**src/rtl/certificate_responder_if.sv**
```systemverilog
// rtl/certificate_responder_if.sv - request, chain-memory, response-byte and status signals of certificate_responder
interface certificate_responder_if;
  logic        req_valid;
  logic        req_ready;
  logic [31:0] req_header;
  logic [15:0] req_offset;
  logic [15:0] req_length;
  logic [3:0]  slot_valid_mask;
  logic [63:0] slot_len;
  logic        mem_rd_en;
  logic [17:0] mem_addr;
  logic [7:0]  mem_data;
  logic        tx_valid;
  logic        tx_ready;
  logic [7:0]  tx_data;
  logic        tx_last;
  logic        busy;
  logic        resp_done;
  logic        resp_error;

  modport slave (
    input  req_valid, req_header, req_offset, req_length, slot_valid_mask, slot_len,
           mem_data, tx_ready,
    output req_ready, mem_rd_en, mem_addr, tx_valid, tx_data, tx_last, busy,
           resp_done, resp_error
  );

  modport master (
    output req_valid, req_header, req_offset, req_length, slot_valid_mask, slot_len,
           mem_data, tx_ready,
    input  req_ready, mem_rd_en, mem_addr, tx_valid, tx_data, tx_last, busy,
           resp_done, resp_error
  );
endinterface

```
**src/rtl/certificate_responder.sv**
```systemverilog
// rtl/certificate_responder.sv - GET_CERTIFICATE responder: validates request, streams CERTIFICATE or ERROR bytes
module certificate_responder #(
  parameter logic [15:0] MAX_CHUNK = 16'd512
) (
  input logic clk,
  input logic reset,
  certificate_responder_if.slave bus
);

  typedef enum logic [2:0] {IDLE, CHECK, HDR, FETCH, SEND, ERR_HDR} state_t;

  state_t      state_q, state_d;
  logic [7:0]  ver_q, ver_d;
  logic [7:0]  type_q, type_d;
  logic [1:0]  slot_q, slot_d;
  logic [15:0] offset_q, offset_d;
  logic [15:0] length_q, length_d;
  logic [15:0] count_q, count_d;
  logic [15:0] idx_q, idx_d;
  logic [1:0]  hidx_q, hidx_d;
  logic [7:0]  code_q, code_d;
  logic        req_ready_q, req_ready_d;
  logic        resp_done_q, resp_done_d;
  logic        resp_error_q, resp_error_d;

  logic [15:0] slot_len_sel;
  logic [15:0] avail;
  logic [15:0] n_c;
  logic [7:0]  chk_code;
  logic        unused_hdr_bits;

  assign unused_hdr_bits = ^{bus.req_header[15:10], bus.req_header[7:0]};
  assign slot_len_sel    = bus.slot_len[{slot_q, 4'b0000} +: 16];

  always_comb begin
    state_d      = state_q;
    ver_d        = ver_q;
    type_d       = type_q;
    slot_d       = slot_q;
    offset_d     = offset_q;
    length_d     = length_q;
    count_d      = count_q;
    idx_d        = idx_q;
    hidx_d       = hidx_q;
    code_d       = code_q;
    resp_done_d  = 1'b0;
    resp_error_d = 1'b0;
    avail        = 16'd0;
    n_c          = 16'd0;
    chk_code     = 8'h00;

    bus.tx_valid  = 1'b0;
    bus.tx_data   = 8'h00;
    bus.tx_last   = 1'b0;
    bus.mem_rd_en = 1'b0;
    bus.mem_addr  = 18'd0;

    case (state_q)
      IDLE: begin
        if (bus.req_valid && req_ready_q) begin
          ver_d    = bus.req_header[31:24];
          type_d   = bus.req_header[23:16];
          slot_d   = bus.req_header[9:8];
          offset_d = bus.req_offset;
          length_d = bus.req_length;
          state_d  = CHECK;
        end
      end

      CHECK: begin
        // Ordered so the first failing check decides the error code.
        if (ver_q != 8'h01)                    chk_code = 8'h02;
        else if (type_q != 8'h82)              chk_code = 8'h01;
        else if (!bus.slot_valid_mask[slot_q]) chk_code = 8'h01;
        else if (length_q == 16'd0)            chk_code = 8'h01;
        else if (offset_q >= slot_len_sel)     chk_code = 8'h01;

        n_c = (length_q > MAX_CHUNK) ? MAX_CHUNK : length_q;
        if (offset_q < slot_len_sel) begin
          avail = slot_len_sel - offset_q;
          if (n_c > avail) n_c = avail;
        end

        count_d = n_c;
        code_d  = chk_code;
        hidx_d  = 2'd0;
        idx_d   = 16'd0;
        state_d = (chk_code != 8'h00) ? ERR_HDR : HDR;
      end

      HDR: begin
        bus.tx_valid = 1'b1;
        case (hidx_q)
          2'd0:    bus.tx_data = 8'h01;
          2'd1:    bus.tx_data = 8'h02;
          2'd2:    bus.tx_data = {6'b0, slot_q};
          default: bus.tx_data = 8'h00;
        endcase
        if (bus.tx_ready) begin
          if (hidx_q == 2'd3) state_d = FETCH;
          else                hidx_d  = hidx_q + 2'd1;
        end
      end

      FETCH: begin
        bus.mem_rd_en = 1'b1;
        bus.mem_addr  = {slot_q, offset_q + idx_q};
        state_d       = SEND;
      end

      SEND: begin
        bus.tx_valid = 1'b1;
        bus.tx_data  = bus.mem_data;
        bus.tx_last  = (idx_q == count_q - 16'd1);
        if (bus.tx_ready) begin
          if (idx_q == count_q - 16'd1) begin
            resp_done_d = 1'b1;
            state_d     = IDLE;
          end else begin
            idx_d   = idx_q + 16'd1;
            state_d = FETCH;
          end
        end
      end

      ERR_HDR: begin
        bus.tx_valid = 1'b1;
        bus.tx_last  = (hidx_q == 2'd3);
        case (hidx_q)
          2'd0:    bus.tx_data = 8'h01;
          2'd1:    bus.tx_data = 8'h7F;
          2'd2:    bus.tx_data = code_q;
          default: bus.tx_data = 8'h00;
        endcase
        if (bus.tx_ready) begin
          if (hidx_q == 2'd3) begin
            resp_error_d = 1'b1;
            state_d      = IDLE;
          end else begin
            hidx_d = hidx_q + 2'd1;
          end
        end
      end

      default: state_d = IDLE;
    endcase

    // Registered so ready stays low for the cycle right after reset.
    req_ready_d = (state_d == IDLE);
  end

  always_ff @(posedge clk) begin
    if (reset) begin
      state_q      <= IDLE;
      ver_q        <= 8'h00;
      type_q       <= 8'h00;
      slot_q       <= 2'd0;
      offset_q     <= 16'd0;
      length_q     <= 16'd0;
      count_q      <= 16'd0;
      idx_q        <= 16'd0;
      hidx_q       <= 2'd0;
      code_q       <= 8'h00;
      req_ready_q  <= 1'b0;
      resp_done_q  <= 1'b0;
      resp_error_q <= 1'b0;
    end else begin
      state_q      <= state_d;
      ver_q        <= ver_d;
      type_q       <= type_d;
      slot_q       <= slot_d;
      offset_q     <= offset_d;
      length_q     <= length_d;
      count_q      <= count_d;
      idx_q        <= idx_d;
      hidx_q       <= hidx_d;
      code_q       <= code_d;
      req_ready_q  <= req_ready_d;
      resp_done_q  <= resp_done_d;
      resp_error_q <= resp_error_d;
    end
  end

  assign bus.req_ready  = req_ready_q;
  assign bus.busy       = (state_q != IDLE);
  assign bus.resp_done  = resp_done_q;
  assign bus.resp_error = resp_error_q;

endmodule

```
**src/flat_wrapper.sv**
```systemverilog
// flat-port wrapper written by rule: the top's interface ports become plain ports
module certificate_responder_flat 
#(
  parameter logic [15:0] MAX_CHUNK = 16'd512
)
  (clk, reset, bus_req_valid, bus_req_header, bus_req_offset, bus_req_length, bus_slot_valid_mask, bus_slot_len, bus_mem_data, bus_tx_ready, bus_req_ready, bus_mem_rd_en, bus_mem_addr, bus_tx_valid, bus_tx_data, bus_tx_last, bus_busy, bus_resp_done, bus_resp_error);
  certificate_responder_if bus_i ();
  input logic clk;
  input logic reset;
  input wire logic [$bits(bus_i.req_valid)-1:0] bus_req_valid;
  input wire logic [$bits(bus_i.req_header)-1:0] bus_req_header;
  input wire logic [$bits(bus_i.req_offset)-1:0] bus_req_offset;
  input wire logic [$bits(bus_i.req_length)-1:0] bus_req_length;
  input wire logic [$bits(bus_i.slot_valid_mask)-1:0] bus_slot_valid_mask;
  input wire logic [$bits(bus_i.slot_len)-1:0] bus_slot_len;
  input wire logic [$bits(bus_i.mem_data)-1:0] bus_mem_data;
  input wire logic [$bits(bus_i.tx_ready)-1:0] bus_tx_ready;
  output wire logic [$bits(bus_i.req_ready)-1:0] bus_req_ready;
  output wire logic [$bits(bus_i.mem_rd_en)-1:0] bus_mem_rd_en;
  output wire logic [$bits(bus_i.mem_addr)-1:0] bus_mem_addr;
  output wire logic [$bits(bus_i.tx_valid)-1:0] bus_tx_valid;
  output wire logic [$bits(bus_i.tx_data)-1:0] bus_tx_data;
  output wire logic [$bits(bus_i.tx_last)-1:0] bus_tx_last;
  output wire logic [$bits(bus_i.busy)-1:0] bus_busy;
  output wire logic [$bits(bus_i.resp_done)-1:0] bus_resp_done;
  output wire logic [$bits(bus_i.resp_error)-1:0] bus_resp_error;
  assign bus_i.req_valid = bus_req_valid;
  assign bus_i.req_header = bus_req_header;
  assign bus_i.req_offset = bus_req_offset;
  assign bus_i.req_length = bus_req_length;
  assign bus_i.slot_valid_mask = bus_slot_valid_mask;
  assign bus_i.slot_len = bus_slot_len;
  assign bus_i.mem_data = bus_mem_data;
  assign bus_i.tx_ready = bus_tx_ready;
  assign bus_req_ready = bus_i.req_ready;
  assign bus_mem_rd_en = bus_i.mem_rd_en;
  assign bus_mem_addr = bus_i.mem_addr;
  assign bus_tx_valid = bus_i.tx_valid;
  assign bus_tx_data = bus_i.tx_data;
  assign bus_tx_last = bus_i.tx_last;
  assign bus_busy = bus_i.busy;
  assign bus_resp_done = bus_i.resp_done;
  assign bus_resp_error = bus_i.resp_error;
  certificate_responder #(.MAX_CHUNK(MAX_CHUNK)) u_core (.clk(clk), .reset(reset), .bus(bus_i));
endmodule
```
**config.mk**
```make
export PLATFORM = sky130hd
export DESIGN_NAME = certificate_responder_flat
export DESIGN_NICKNAME = d
export VERILOG_FILES = /design/src/rtl/certificate_responder_if.sv /design/src/rtl/certificate_responder.sv /design/src/flat_wrapper.sv
export SDC_FILE = /design/constraint.sdc
export NUM_CORES = 1
export LEC_CHECK = 0
export ABC_AREA = 1
export CAP_MARGIN = 20
export CELL_PAD_IN_SITES_DETAIL_PLACEMENT = 2
export CELL_PAD_IN_SITES_GLOBAL_PLACEMENT = 2
export CORE_AREA = 5 5 168 170
export DETAILED_ROUTE_END_ITERATION = 16
export DIE_AREA = 0 0 173 175
export HOLD_SLACK_MARGIN = 0.06
export PLACE_DENSITY_LB_ADDON = 0.1
export SLEW_MARGIN = 20
export SYNTH_ARGS = -nofsm -noshare
export SYNTH_HDL_FRONTEND = slang
export SYNTH_SLANG_ARGS = --single-unit
```
**constraint.sdc**
```tcl
create_clock -name clk -period 9.5 [get_ports clk]
set_input_delay 2.375 -clock clk [delete_from_list [all_inputs] [get_ports clk]]
set_output_delay 2.375 -clock clk [all_outputs]
set_load 0.01 [all_outputs]
```
==> impl_metrics.yaml, run 1 <==
run_status:
  outcome: "finished, final reports clean"
cells_and_area:
  final_nets: 1515
  layout_common_cells: "nand2_1, clkdlybuf4s50_1, inv_1"
  area_growth_syn_to_layout_pct: 29.7
  mostFrequentLayoutCell: "nand2_1"
  drive_gt1_share_pct: 4.92
drt:
  post_drt_wl_per_cell_microns: 18.4
  drc: 0
  routed-via-count: 8408
  ant_nets: 0
  initialDrtViolationCount: 252
  dr.pass1.iters: 4
  via_per_inst: 5.06
  drt_wl_total_microns: 30600
worst_hold_path:
  worst_hold_path.num_cells: 2
  holdCritStartpoint: "u_core.type_q[1]$_SDFFE_PP0P_"
  hold_class: "reg2reg"
  min_to: "u_core.type_q[1]$_SDFFE_PP0P_"
synthesis:
  synth-seq-area-share_pct: 24.5
  synth_compound_area_share_pct: 20.9
  synth_edf_count: 0
  synthTopCellsByArea: "dfxtp_1, nand2_1, ha_1"
  synth_top_area_share_pct: 24.5
  synthFlopType: "dfxtp_1"
  synth_cell_types: 49
  ys_seq_elements: 92
  syn_area_per_cell_sq_um: 6.40
  synth_top_family_by_area: "simple AND/OR/NAND/NOR gates"
  synthSimpleGateAreaFrac_pct: 30.5
  synth_cells: 1175
  syn_area_sq_mm: 0.00752
  async_flop_share_pct: 0
  muxShareOfSynthArea_pct: 0
  synth_top_area_cell: "dfxtp_1"
  synth_xor_area_share_pct: 4.77
  ys_warn_count: 0
  yosys.area_share.adder_pct: 9.35
power:
  internal_power_mw: 1.29
  switchingPower_mw: 1.49
  pwr-share-clk_pct: 13.4
  power_density_mw_per_mm2: 285
  pwr-share-comb_pct: 66.6
  p_leak_nw: 4.06
  vdd_drop_max_v: 0.0000943
  p_seq_share_pct: 20.0
  switching_share_pct: 53.5
floorplan:
  die_x_microns: 173
  initial_core_util_pct: 28.3
  fp.dieH_microns: 175
  die_area_sq_mm: 0.0303
  design.core.area_sq_mm: 0.0266
  io_pins: 177
  placementRows: 60
critical_path:
  rr_worst_depth: 22
  startpoint_type: "primary input"
  critPathArrivalTime_ps: 6860
  crit_fanout: 11
  regToRegStartpoint: "u_core.slot_q[1]$_SDFFE_PP0P_"
  required_ps: 9770
  reg2reg_to: "u_core.count_q[14]$_SDFFE_PP0N_"
  reg2reg_slack_ps: 3960
  crit_type: "in2reg"
  end_kind: "flip-flop"
job:
  cap_violations: 0
timing:
  worst_clock_skew_ps: 14.3
  rsz0062_at_grt: "false"
  final_hold_viol_count: 0
  layout_setup_ws_ps: 2910
  setup-violations-final: 0
  final_max_slew_viol_count: 0
  worst_slew_pin_slew_ps: 915
  fin_crit_sh_pct: 69.4
  setup_tns_ps: 0
  period_needed_ps: 6590
  fmax_ghz: 0.152
  relSlewSlack_pct: 39.0
clock_tree:
  ctsLongestPathBuffers: 2
  post_cts_buffers: 0
  clock-sinks: 92
  hold_buffers: 0
  cts_root_buf: "clkbuf_16"
  clk_latency_ps: 360
  cts-resized-gates: 0
  h-tree-depth: 3
  clkTransAtPathRegs_ps: 80
  cts_buffers: 9
  cts_tree: "built"
placed_design:
  globalplace.congestion: 0.794
  portBuffers: 162
  hpwl_microns: 25300
  dp_slack_ps: 2560
grt:
  grt_max_degree: 102
  track_usage_pct: 20.0
  grt_pass1_wl_microns: 49100
  grt_pass1_vias: 9196
  antenna_found_initial: 2
  grt-ovfl-total: 0
==> worst max path at each step <==
stage                                           end  slack (ps)              from  cells past startpoint
global route        u_core.count_q[14]$_SDFFE_PP0N_        2480  bus_slot_len[48]                     22
floorplan            u_core.count_q[0]$_SDFFE_PP0N_        4010  bus_slot_len[48]                     21
detailed placement  u_core.count_q[14]$_SDFFE_PP0N_        2560  bus_slot_len[48]                     22
global placement    u_core.count_q[13]$_SDFFE_PP0N_        2710  bus_slot_len[48]                     22
CTS                 u_core.count_q[14]$_SDFFE_PP0N_        2840  bus_slot_len[48]                     22
finish              u_core.count_q[14]$_SDFFE_PP0N_        2910  bus_slot_len[48]                     22
==> area by class of cell <==
cell class              instances  area (sq um)
clock buffers                   9           225
multi-input cells             898          4950
clock inverters                 7          75.1
inverters                     144           541
fillers                      3297         16800
well taps                     341           427
flip-flops and latches         92          1840
diodes                          1          2.50
repair buffers                171          1690
==> registers in the layout (all words and copies together) (netlist names) <==
signal                 count
u_core.state_q             3
u_core.offset_q           16
u_core.type_q              8
u_core.code_q              2
u_core.idx_q              16
u_core.bus.resp_error      1
u_core.bus.req_ready       1
u_core.bus.resp_done       1
u_core.length_q           16
u_core.count_q            16
u_core.slot_q              2
u_core.hidx_q              2
u_core.ver_q               8
==> worst max-delay path, stage by stage <==
cell and delay (ps):
clkdlybuf4s50_1 400, a21oi_1 160, a32o_1 200, ha_1 230, inv_1 90, fa_1 410, nand3_1 110, nand2_1 120
nand2_1 90, nand2_1 130, a21oi_1 250, o21bai_1 110, xor2_1 190, ha_1 160, nand2_1 80, nor4_1 430
nand2_1 100, nand2_1 250, nand3_1 380, inv_1 230, nand2_1 120, o21ai_0 210
==> kinds of logic (layout without fill, tap and decap cells) <==
kind of cell | after synthesis | count (layout)
xor+xnor | 41 | 41
buf+inv | 190 | 331
compound gates | 289 | 289
other cells | 1 | 7
fa+ha+maj | 55 | 55
simple gates | 507 | 507
flops | 92 | 92
==> layer usage <==
| layer | share of wire [%] | GRT usage [%] | vias up |
|---|---|---|---|
| li1 | - | - | 4222 |
| met1 | 46 | 24.6 | 4035 |
| met2 | 48 | 36.1 | 135 |
| met3 | 4.7 | 4.57 | 16 |
| met4 | 0.96 | 3.36 | 0 |
| met5 | 0 | 0 | - |
==> power groups by stage <==
| stage | combinational [mW] | sequential [mW] | clock, mW |
|---|---|---|---|
| after floorplan | 1.33 | 0.523 | 0 |
| after global placement | 1.80 | 0.560 | 0 |
| after detailed placement | 1.86 | 0.564 | 0 |
| after CTS | 1.88 | 0.556 | 0.386 |
| after global routing | 2.12 | 0.567 | 0.402 |
| final | 1.85 | 0.554 | 0.373 |
==> metrics by stage <==
step                      cells  instance area [sq um]  total power [mW]  util (%)  hold WS (ps)
after floorplan            1180                   7540              1.86         -           423
after global placement     1646                   9450              2.36      35.6           434
after detailed placement   1646                   9450              2.43      35.6           443
after CTS                  1662                   9750              2.82      36.7           456
after global routing       1663                   9750              3.08      36.7           486
final                      1663                   9750              2.78      36.7           450
==> cell usage after synthesis (all sizes together), types with 2 or more instances <==
| cell type | number |
|---|---|
| a211oi | 3 |
| a21o | 6 |
| a21oi | 117 |
| a31oi | 3 |
| a32o | 2 |
| buf | 12 |
| clkbuf | 34 |
| clkinv | 3 |
| dfxtp | 92 |
| fa | 2 |
| ha | 53 |
| inv | 141 |
| nand2 | 218 |
| nand3 | 72 |
| nand3b | 3 |
| nand4 | 41 |
| nor2 | 141 |
| nor3 | 24 |
| nor4 | 5 |
| o21ai | 127 |
| o21bai | 6 |
| o22ai | 16 |
| o31ai | 2 |
| xnor2 | 13 |
| xor2 | 28 |
Note: power is estimated with default switching activity, not from simulation.
==> run 2: changes to the inputs <==
--- a/config.mk
+++ b/config.mk
@@ -9,9 +9,9 @@
 export CAP_MARGIN = 20
 export CELL_PAD_IN_SITES_DETAIL_PLACEMENT = 2
 export CELL_PAD_IN_SITES_GLOBAL_PLACEMENT = 2
-export CORE_AREA = 5 5 168 170
+export CORE_AREA = 5 5 184 186
 export DETAILED_ROUTE_END_ITERATION = 16
-export DIE_AREA = 0 0 173 175
+export DIE_AREA = 0 0 189 191
 export HOLD_SLACK_MARGIN = 0.06
 export PLACE_DENSITY_LB_ADDON = 0.1
 export SLEW_MARGIN = 20
==> constraint.sdc (replaced) <==
create_clock -name clk -period 5.5 [get_ports clk]
set_input_delay 1.375 -clock clk [delete_from_list [all_inputs] [get_ports clk]]
set_output_delay 1.375 -clock clk [all_outputs]
set_load 0.01 [all_outputs]
==> impl_metrics.yaml, run 2 (synthesis gave the netlist of run 1 again) <==
clock_tree:
  cts_tree: "built"
  cts-resized-gates: 0
  post_cts_buffers: 0
  hold_buffers: 0
  h-tree-depth: 3
  clkTransAtPathRegs_ps: 80
  cts_buffers: 9
  ctsLongestPathBuffers: 2
  clk_latency_ps: 370
  clock-sinks: 92
  cts_root_buf: "clkbuf_16"
floorplan:
  placementRows: 66
  io_pins: 177
  fp.dieH_microns: 191
  design.core.area_sq_mm: 0.0321
  initial_core_util_pct: 23.4
  die_x_microns: 189
  die_area_sq_mm: 0.0361
timing:
  worst_slew_pin_slew_ps: 884
  rsz0062_at_grt: "false"
  layout_setup_ws_ps: 562
  fin_crit_sh_pct: 89.8
  relSlewSlack_pct: 40.5
  setup_tns_ps: 0
  period_needed_ps: 4940
  setup-violations-final: 0
  worst_clock_skew_ps: 8.95
  final_hold_viol_count: 0
  fmax_ghz: 0.203
  final_max_slew_viol_count: 0
  whs_ps: 454
power:
  pwr-share-clk_pct: 14.4
  internal_power_mw: 2.30
  pwr-share-comb_pct: 66.1
  switching_share_pct: 52.9
  power_density_mw_per_mm2: 494
  finalPower_mw: 4.89
  p_leak_nw: 4.10
  switchingPower_mw: 2.59
  vdd_drop_max_v: 0.000164
  p_seq_share_pct: 19.5
critical_path:
  reg2reg_slack_ps: 1080
  crit_type: "in2reg"
  required_ps: 5800
  slowest_delay_ps: 410
  cpMaxStageDelayCell: "clkdlybuf4s50_1"
  path_cells: "clkdlybuf4s50_1 > a21oi_1 > a32o_1 > ha_1 > inv_1 > fa_1 > nand3_1 > nand2_1 > nand2_1 > nand2_1 > a21oi_1 > o21bai_1 > xor2_1 > ha_1 > nand2_1 > nor4_1 > nand2_1 > nand2_1 > nand3_1 > buf_4 > nand2_1 > nand3_1 > o21ai_0"
  cpMostUsedCell: "nand2_1"
  startpoint_type: "primary input"
  critPathArrivalTime_ps: 5230
  end_kind: "flip-flop"
  rr_worst_depth: 24
  crit_fanout: 10
cells_and_area:
  final_nets: 1521
  fill_cells: 3904
  area_growth_syn_to_layout_pct: 31.6
  mostFrequentLayoutCell: "nand2_1"
  layout_common_cells: "nand2_1, clkdlybuf4s50_1, inv_1"
  drive_gt1_share_pct: 5.35
  diodes: 0
drt:
  initialDrtViolationCount: 267
  dr.pass1.iters: 4
  drc: 0
  ant_nets: 0
  routed-via-count: 8337
  post_drt_wl_per_cell_microns: 18.3
  via_per_inst: 4.81
  drt_wl_total_microns: 31700
placed_design:
  portBuffers: 162
  hpwl_microns: 26600
  globalplace.congestion: 0.825
  dp_slack_ps: 84.6
grt:
  grt-ovfl-total: 0
  grt_pass1_wl_microns: 50700
  track_usage_pct: 17.8
  grt_max_degree: 100
  antenna_found_initial: 0
  grt_pass1_vias: 9138
worst_hold_path:
  worst_hold_path.num_cells: 2
  hold_class: "reg2reg"
job:
  cap_violations: 0
run_status:
  outcome: "finished, final reports clean"
run 2: cell types whose count changed in the layout (fill, tap and decap cells not counted), sizes merged:
| cell | before | now |
|---|---|---|
| buf | 9 | 15 |
| diode | 1 | 0 |
| clkinv | 5 | 4 |
| bufinv | 0 | 1 |
run 2: worst paths after layout:
check | to | startpoint
setup reg to reg | u_core.count_q[3]$_SDFFE_PP0N_ | u_core.slot_q[0]$_SDFFE_PP0P_
hold / removal | u_core.type_q[1]$_SDFFE_PP0P_ | u_core.type_q[1]$_SDFFE_PP0P_
setup / recovery | u_core.count_q[3]$_SDFFE_PP0N_ | bus_slot_len[48]
hold reg to reg | u_core.type_q[1]$_SDFFE_PP0P_ | u_core.type_q[1]$_SDFFE_PP0P_
run 2: area by class of cell:
class	count	area [sq um]	area share [%]
clock buffer	9	225	2.28
multi-input combinational	898	4950	50.1
tap	408	510	5.16
timing repair buffer	177	1730	17.5
inverter	144	541	5.46
sequential	92	1840	18.6
clock inverter	7	91.3	0.923
run 2: per-layer routing:
metal | GRT usage, % | part of all wire (%)
met4 | 3.64 | 0.93
met2 | 30.7 | 48
met5 | 0 | 0
met1 | 22.8 | 46
met3 | 4.11 | 5.2
run 2: power by group through the flow:
stage	Combinational, mW	Sequential, mW	Clock (mW)
2_1_floorplan	2.30	0.903	0
6_report	3.24	0.956	0.702
3_5_place_dp	3.31	0.974	0
5_1_grt	3.73	0.979	0.755
4_1_cts	3.32	0.959	0.731
3_3_place_gp	3.21	0.970	0
run 2: metrics by stage:
stage / utilization [%] / cell area, sq um / instances
after floorplan: - / 7540 / 1180
after global placement: 29.8 / 9580 / 1719
after detailed placement: 29.8 / 9580 / 1719
after CTS: 30.8 / 9900 / 1735
after global routing: 30.8 / 9900 / 1735
final: 30.8 / 9900 / 1735
run 2: worst max-delay path, delay by kind of cell:
family	cells	cell delay, ps
compound gates	5	900
simple gates	11	1310
fa+ha+maj	3	780
xor+xnor	1	190
buf+inv	3	670
